**src/rtl/ram_1p_arbiter_if.sv**
```systemverilog
// Host-side and SRAM-side signal bundle of the single-port RAM arbiter.
// Latency: none (wires only); the arbiter defines all timing.
// Backpressure: req/gnt; a host holds req and attributes until granted.
//
// Signals:
//   a_*/b_*  : host A / host B request (req, we, addr, wdata, wmask), grant,
//              read response (rvalid, rdata)
//   mem_*    : SRAM pins (req, write, addr, wdata, wmask) and returned rdata
// Modports:
//   slave    : the arbiter
//   master   : the environment (hosts + SRAM)
interface ram_1p_arbiter_if #(
    parameter int Width = 32,
    parameter int Depth = 2048
);
    localparam int Aw = $clog2(Depth);

    logic             a_req_i;
    logic             a_we_i;
    logic [Aw-1:0]    a_addr_i;
    logic [Width-1:0] a_wdata_i;
    logic [Width-1:0] a_wmask_i;
    logic             a_gnt_o;
    logic             a_rvalid_o;
    logic [Width-1:0] a_rdata_o;

    logic             b_req_i;
    logic             b_we_i;
    logic [Aw-1:0]    b_addr_i;
    logic [Width-1:0] b_wdata_i;
    logic [Width-1:0] b_wmask_i;
    logic             b_gnt_o;
    logic             b_rvalid_o;
    logic [Width-1:0] b_rdata_o;

    logic             mem_req_o;
    logic             mem_write_o;
    logic [Aw-1:0]    mem_addr_o;
    logic [Width-1:0] mem_wdata_o;
    logic [Width-1:0] mem_wmask_o;
    logic [Width-1:0] mem_rdata_i;

    modport slave (
        input  a_req_i, a_we_i, a_addr_i, a_wdata_i, a_wmask_i,
        output a_gnt_o, a_rvalid_o, a_rdata_o,
        input  b_req_i, b_we_i, b_addr_i, b_wdata_i, b_wmask_i,
        output b_gnt_o, b_rvalid_o, b_rdata_o,
        output mem_req_o, mem_write_o, mem_addr_o, mem_wdata_o, mem_wmask_o,
        input  mem_rdata_i
    );

    modport master (
        output a_req_i, a_we_i, a_addr_i, a_wdata_i, a_wmask_i,
        input  a_gnt_o, a_rvalid_o, a_rdata_o,
        output b_req_i, b_we_i, b_addr_i, b_wdata_i, b_wmask_i,
        input  b_gnt_o, b_rvalid_o, b_rdata_o,
        input  mem_req_o, mem_write_o, mem_addr_o, mem_wdata_o, mem_wmask_o,
        output mem_rdata_i
    );
endinterface

```
**src/rtl/ram_1p_arbiter.sv**
```systemverilog
// Two-host round-robin arbiter in front of one single-port SRAM, with post-reset zero-fill.
// Latency: grant same cycle (combinational); read data/rvalid one cycle after grant.
// Backpressure: gnt low holds the host off; no buffering, host keeps req stable until gnt.
//
// Ports:
//   clk_i        : clock, all state on rising edge
//   rst_i        : synchronous active-high reset, restarts the zero-fill
//   init_done_o  : registered, high once every SRAM word has been zeroed
//   bus (slave)  : host A/B request/grant/response and SRAM pins
module ram_1p_arbiter #(
    parameter int Width = 32,
    parameter int Depth = 2048
) (
    input  logic                clk_i,
    input  logic                rst_i,
    output logic                init_done_o,
    ram_1p_arbiter_if.slave     bus
);
    localparam int Aw = $clog2(Depth);
    localparam logic [Aw-1:0] LastAddr = Aw'(Depth - 1);

    typedef enum logic {
        INIT = 1'b0,
        RUN  = 1'b1
    } state_e;

    typedef struct packed {
        logic             we;
        logic [Aw-1:0]    addr;
        logic [Width-1:0] wdata;
        logic [Width-1:0] wmask;
    } mem_cmd_t;

    state_e        state_q;
    logic [Aw-1:0] fill_cnt_q;
    logic          rr_q;        // 0: A wins a tie, 1: B wins a tie
    logic          init_done_q;
    logic          a_rvalid_q;
    logic          b_rvalid_q;

    logic          a_gnt;
    logic          b_gnt;
    mem_cmd_t      a_cmd;
    mem_cmd_t      b_cmd;
    mem_cmd_t      win_cmd;

    always_comb begin
        a_cmd = '{we: bus.a_we_i, addr: bus.a_addr_i,
                  wdata: bus.a_wdata_i, wmask: bus.a_wmask_i};
        b_cmd = '{we: bus.b_we_i, addr: bus.b_addr_i,
                  wdata: bus.b_wdata_i, wmask: bus.b_wmask_i};
    end

    // Grants exist only in RUN; the pointer only matters when both ask.
    always_comb begin
        a_gnt = 1'b0;
        b_gnt = 1'b0;
        if (state_q == RUN) begin
            if (bus.a_req_i && (!bus.b_req_i || !rr_q)) begin
                a_gnt = 1'b1;
            end else if (bus.b_req_i) begin
                b_gnt = 1'b1;
            end
        end
    end

    assign win_cmd = b_gnt ? b_cmd : a_cmd;

    // SRAM pin mux: fill writes own the port in INIT, the winner owns it in RUN.
    always_comb begin
        bus.mem_req_o   = 1'b0;
        bus.mem_write_o = 1'b0;
        bus.mem_addr_o  = '0;
        bus.mem_wdata_o = '0;
        bus.mem_wmask_o = '0;
        if (state_q == INIT) begin
            bus.mem_req_o   = 1'b1;
            bus.mem_write_o = 1'b1;
            bus.mem_addr_o  = fill_cnt_q;
            bus.mem_wdata_o = '0;
            bus.mem_wmask_o = '1;
        end else begin
            bus.mem_req_o   = a_gnt | b_gnt;
            bus.mem_write_o = win_cmd.we;
            bus.mem_addr_o  = win_cmd.addr;
            bus.mem_wdata_o = win_cmd.wdata;
            bus.mem_wmask_o = win_cmd.wmask;
        end
    end

    always_ff @(posedge clk_i) begin
        if (rst_i) begin
            state_q     <= INIT;
            fill_cnt_q  <= '0;
            rr_q        <= 1'b0;
            init_done_q <= 1'b0;
            a_rvalid_q  <= 1'b0;
            b_rvalid_q  <= 1'b0;
        end else begin
            case (state_q)
                INIT: begin
                    a_rvalid_q <= 1'b0;
                    b_rvalid_q <= 1'b0;
                    fill_cnt_q <= fill_cnt_q + Aw'(1);
                    if (fill_cnt_q == LastAddr) begin
                        state_q     <= RUN;
                        init_done_q <= 1'b1;
                    end
                end
                RUN: begin
                    // SRAM returns read data one cycle after the request.
                    a_rvalid_q <= a_gnt & ~bus.a_we_i;
                    b_rvalid_q <= b_gnt & ~bus.b_we_i;
                    // Point at the loser so a persistent competitor goes next.
                    if (a_gnt) begin
                        rr_q <= 1'b1;
                    end else if (b_gnt) begin
                        rr_q <= 1'b0;
                    end
                end
                default: begin
                    state_q <= INIT;
                end
            endcase
        end
    end

    assign init_done_o    = init_done_q;
    assign bus.a_gnt_o    = a_gnt;
    assign bus.b_gnt_o    = b_gnt;
    assign bus.a_rvalid_o = a_rvalid_q;
    assign bus.b_rvalid_o = b_rvalid_q;
    assign bus.a_rdata_o  = a_rvalid_q ? bus.mem_rdata_i : '0;
    assign bus.b_rdata_o  = b_rvalid_q ? bus.mem_rdata_i : '0;

endmodule

```
**src/flat_wrapper.sv**
```systemverilog
// flat-port wrapper written by rule: the top's interface ports become plain ports
module ram_1p_arbiter_flat 
#(
    parameter int Width = 32,
    parameter int Depth = 2048
)
  (clk_i, rst_i, init_done_o, bus_a_req_i, bus_a_we_i, bus_a_addr_i, bus_a_wdata_i, bus_a_wmask_i, bus_a_gnt_o, bus_a_rvalid_o, bus_a_rdata_o, bus_b_req_i, bus_b_we_i, bus_b_addr_i, bus_b_wdata_i, bus_b_wmask_i, bus_b_gnt_o, bus_b_rvalid_o, bus_b_rdata_o, bus_mem_req_o, bus_mem_write_o, bus_mem_addr_o, bus_mem_wdata_o, bus_mem_wmask_o, bus_mem_rdata_i);
  ram_1p_arbiter_if #(.Width(Width), .Depth(Depth)) bus_i ();
  input  logic clk_i;
  input  logic rst_i;
  output logic init_done_o;
  input wire logic [$bits(bus_i.a_req_i)-1:0] bus_a_req_i;
  input wire logic [$bits(bus_i.a_we_i)-1:0] bus_a_we_i;
  input wire logic [$bits(bus_i.a_addr_i)-1:0] bus_a_addr_i;
  input wire logic [$bits(bus_i.a_wdata_i)-1:0] bus_a_wdata_i;
  input wire logic [$bits(bus_i.a_wmask_i)-1:0] bus_a_wmask_i;
  output wire logic [$bits(bus_i.a_gnt_o)-1:0] bus_a_gnt_o;
  output wire logic [$bits(bus_i.a_rvalid_o)-1:0] bus_a_rvalid_o;
  output wire logic [$bits(bus_i.a_rdata_o)-1:0] bus_a_rdata_o;
  input wire logic [$bits(bus_i.b_req_i)-1:0] bus_b_req_i;
  input wire logic [$bits(bus_i.b_we_i)-1:0] bus_b_we_i;
  input wire logic [$bits(bus_i.b_addr_i)-1:0] bus_b_addr_i;
  input wire logic [$bits(bus_i.b_wdata_i)-1:0] bus_b_wdata_i;
  input wire logic [$bits(bus_i.b_wmask_i)-1:0] bus_b_wmask_i;
  output wire logic [$bits(bus_i.b_gnt_o)-1:0] bus_b_gnt_o;
  output wire logic [$bits(bus_i.b_rvalid_o)-1:0] bus_b_rvalid_o;
  output wire logic [$bits(bus_i.b_rdata_o)-1:0] bus_b_rdata_o;
  output wire logic [$bits(bus_i.mem_req_o)-1:0] bus_mem_req_o;
  output wire logic [$bits(bus_i.mem_write_o)-1:0] bus_mem_write_o;
  output wire logic [$bits(bus_i.mem_addr_o)-1:0] bus_mem_addr_o;
  output wire logic [$bits(bus_i.mem_wdata_o)-1:0] bus_mem_wdata_o;
  output wire logic [$bits(bus_i.mem_wmask_o)-1:0] bus_mem_wmask_o;
  input wire logic [$bits(bus_i.mem_rdata_i)-1:0] bus_mem_rdata_i;
  assign bus_i.a_req_i = bus_a_req_i;
  assign bus_i.a_we_i = bus_a_we_i;
  assign bus_i.a_addr_i = bus_a_addr_i;
  assign bus_i.a_wdata_i = bus_a_wdata_i;
  assign bus_i.a_wmask_i = bus_a_wmask_i;
  assign bus_a_gnt_o = bus_i.a_gnt_o;
  assign bus_a_rvalid_o = bus_i.a_rvalid_o;
  assign bus_a_rdata_o = bus_i.a_rdata_o;
  assign bus_i.b_req_i = bus_b_req_i;
  assign bus_i.b_we_i = bus_b_we_i;
  assign bus_i.b_addr_i = bus_b_addr_i;
  assign bus_i.b_wdata_i = bus_b_wdata_i;
  assign bus_i.b_wmask_i = bus_b_wmask_i;
  assign bus_b_gnt_o = bus_i.b_gnt_o;
  assign bus_b_rvalid_o = bus_i.b_rvalid_o;
  assign bus_b_rdata_o = bus_i.b_rdata_o;
  assign bus_mem_req_o = bus_i.mem_req_o;
  assign bus_mem_write_o = bus_i.mem_write_o;
  assign bus_mem_addr_o = bus_i.mem_addr_o;
  assign bus_mem_wdata_o = bus_i.mem_wdata_o;
  assign bus_mem_wmask_o = bus_i.mem_wmask_o;
  assign bus_i.mem_rdata_i = bus_mem_rdata_i;
  ram_1p_arbiter #(.Width(Width), .Depth(Depth)) u_core (.clk_i(clk_i), .rst_i(rst_i), .init_done_o(init_done_o), .bus(bus_i));
endmodule
```
**config.mk**
```make
export PLATFORM = sky130hd
export DESIGN_NAME = ram_1p_arbiter_flat
export DESIGN_NICKNAME = d
export VERILOG_FILES = /design/src/rtl/ram_1p_arbiter_if.sv /design/src/rtl/ram_1p_arbiter.sv /design/src/flat_wrapper.sv
export SDC_FILE = /design/constraint.sdc
export NUM_CORES = 1
export LEC_CHECK = 0
export CAP_MARGIN = 20
export CORE_AREA = 2 2 129 131
export DETAILED_ROUTE_END_ITERATION = 10
export DIE_AREA = 0 0 131 133
export MAX_ROUTING_LAYER = met4
export SYNTH_ARGS = -nofsm -noshare
export SYNTH_HDL_FRONTEND = slang
export SYNTH_SLANG_ARGS = --single-unit
```
**constraint.sdc**
```tcl
create_clock -name clk_i -period 1.65 [get_ports clk_i]
set_input_delay 0.33 -clock clk_i [delete_from_list [all_inputs] [get_ports clk_i]]
set_output_delay 0.33 -clock clk_i [all_outputs]
set_load 0.02 [all_outputs]
```
==> flow_summary.toml <==
[setup_path]
path_class = "reg2out"
crit_arrival_ps = 1570
r2r-start = "u_core.state_q$_SDFF_PP0_"
critPathMaxFanout = 6
r2r_cells = 5
reg2reg_to = "u_core.init_done_o$_SDFFE_PP0P_"
startpoint = "u_core.state_q$_SDFF_PP0_"
worst_setup_path_end_kind = "output port"
cp.required_ps = 1320
r2r_setup_slack_ps = 20
cp-start-kind = "flip-flop"

[clock_network]
cts.sinks = 16
cts-root-buf = "clkbuf_16"
cts_buffer_depth = 2
clkTransAtPathRegs_ps = 60
cts_tree = "built"
h-tree-depth = 1
cts_inserted_buffers = 3
clkLatencyLatePin_ps = 250

[global_routing]
grt_pass1_wl_mm = 25.1
grt_use_met3 = 0.0328
grt_max_degree = 34
grt.total_usage = 0.195
grtUsageMet1 = 0.231
grt-ovfl-total = 0
met2_usage = 0.344
grt-busiest-layer = "met2"
grt_pass1_vias = 4277
antenna_found_initial = 2

[floorplan]
die_h_um = 133
row_count = 47
core_region_area_um2 = 16200
fp.dieW_um = 131
start_util = 0.151
io_pins = 334
die-area_um2 = 17400

[status]
violations = "setup timing"
status = "finished with violations"

[placement]
dp.cells = 983
io_buffers = 333
dp.final_hpwl_mm = 14.2
routabilityCongestion = 0.827
dpl_worst_slack_ps = -933

[sta]
fmax_mhz = 525
hold_viol_final = 0
hold_slack_ps = 455
finClkSkew_ps = 3.88
period_share = 1.15
rsz0062_at_grt = "true"
setup_viol = 79
relSlewSlack = 0.695
fin_ws_ps = -254
fin_crit_ps = 1900
final-max-slew-violation-count = 0
tightest_slew_ps = 457

[yosys]
syn_avg_cell_area_um2 = 5.87
synth_top_family_by_area = "simple AND/OR/NAND/NOR gates"
yosysUniqueCellTypes = 34
synth_xor_area_frac = 0.0108
synthesis.area_um2 = 2440
yosys_warnings = 0
synth_fp_nets = 605
synth-edff-count = 0
yosys-top-cells-count = "103 x nand3_1, 71 x o21ai_0, 65 x and2_1"
synth_simple_gate_area_share = 0.533
synthAdderAreaFrac = 0.00513
yosysTopAreaCell = "nand3_1"
synth.most_common_cell = "nand3_1"
postSynthCellCount = 416
netlist_top_cells_area = "nand3_1 21%, and2_1 17%, o21ai_0 15%"
synthMuxAreaShare = 0.00872
ys_ff_latch = 16
synth-seq-area-share = 0.131
synth_compound_area_frac = 0.225
synth_ff_type = "dfxtp_1"
synthDominantCellAreaShare = 0.211
async_reset_ff_frac = 0

[power_and_ir_drop]
p_per_area_nw_per_um2 = 223
p_leak_nw = 3.03
total_power_mw = 1.66
max-vdd-ir-drop_v = 0.000379

[finish]
finalNonFillerCells = 1009
drive_gt1_frac = 0.333
postLayoutCoreUtil = 0.459
nets = 977
syn_to_final_growth_pct = 204
fillerInstances = 1671

[drt]
wl_per_cell_um = 18.0
viasPerCell = 4.43
drt_iter0_drc = 225
dr.pass1.iters = 5
wl_mm = 18.2
antenna_left = 0
routed-via-count = 4466
drc = 0

[hold_path]
worstHoldStart = "u_core.init_done_o$_SDFFE_PP0P_"
worstHoldPathType = "reg2reg"
hold_end = "u_core.init_done_o$_SDFFE_PP0P_"
holdPathStages = 2

[job]
maxCapViolations = 0
==> layout make-up <==
type,instances,area (um^2),share of cell area
Antenna cell,2,5.00,0.000675
Timing Repair Buffer,413,4220,0.569
Clock buffer,4,88.8,0.0120
Sequential cell,16,325,0.0438
Inverter,6,30.0,0.00405
Multi-Input combinational cell,348,2470,0.333
Tap cell,220,275,0.0371
==> per-stage QoR <==
stage | TNS, ps | area, um^2
3_3_place_gp | -82490 | 6560
4_1_cts | -11360 | 6990
3_5_place_dp | -83610 | 6560
2_1_floorplan | -1730 | 2570
5_1_grt | -16430 | 7420
6_report | -11990 | 7420
==> layer usage <==
layer  wire [um]  up-vias
met4         329        0
met1        7250     2022
met3        1250       18
met2        9370      217
met5           0        -
li1            -     2209
==> power breakdown <==
part           switching (mW)  leakage [nW]  internal, mW
combinational           0.225          2.86         0.493
sequential            0.00353         0.131         0.391
clock                   0.175        0.0442         0.369
==> kinds of logic after synthesis <==
kind of cell / Yosys count
AO/OA/AOI/OAI: 99
multiplexers: 2
flip-flops: 16
AND/OR/NAND/NOR: 243
adder cells (fa/ha/maj): 1
XOR/XNOR: 3
buffers and inverters: 52
==> sequential cells by signal (all words and copies together), names as in the netlist <==
register and count:
u_core.fill_cnt_q 11, u_core.bus.a_rvalid_o 1, u_core.bus.b_rvalid_o 1, u_core.init_done_o 1
u_core.rr_q 1, u_core.state_q 1
==> cells in the final DEF, fill, tap and decap left out, drive strengths merged, types with 2 or more instances in the layout <==
cell type	n
clkdlybuf4s50	186
buf	154
nand3	103
o21ai	71
and2	65
dlygate4sd2	48
nand2	40
clkdlybuf4s15	16
dfxtp	16
clkbuf	13
nor2	12
a21oi	10
inv	6
nor2b	6
a31oi	6
a221o	5
o31ai	5
or4	5
diode	2
or3	2
xor2	2
nor3	2
nand4b	2
==> repair_timing <==
action,CTS,global route
cloned,2,4
endpoints found under the setup margin,148,101
resized for setup,598,102
buffers inserted,12,3
endpoints found under the hold margin,0,0
pin swaps,19,12
hold buffers,0,0
==> worst max-delay path, cell delays in order, from the launching register on <==
cell	delay [ps]
dfxtp_4	370
and2_4	200
nand2_4	100
inv_8	60
buf_6	130
a221o_1	320
buf_6	140
==> worst max-delay path by stage <==
stage / cells after the start / slack [ps] / endpoint
finish: 6 / -250 / bus_mem_addr_o[6]
global route: 7 / -320 / bus_mem_wdata_o[20]
CTS: 6 / -240 / bus_mem_addr_o[6]
detailed placement: 7 / -930 / bus_mem_wmask_o[19]
global placement: 6 / -960 / bus_mem_addr_o[5]
floorplan: 6 / -100 / bus_mem_wdata_o[2]
Note: power is estimated with default switching activity, not from simulation.
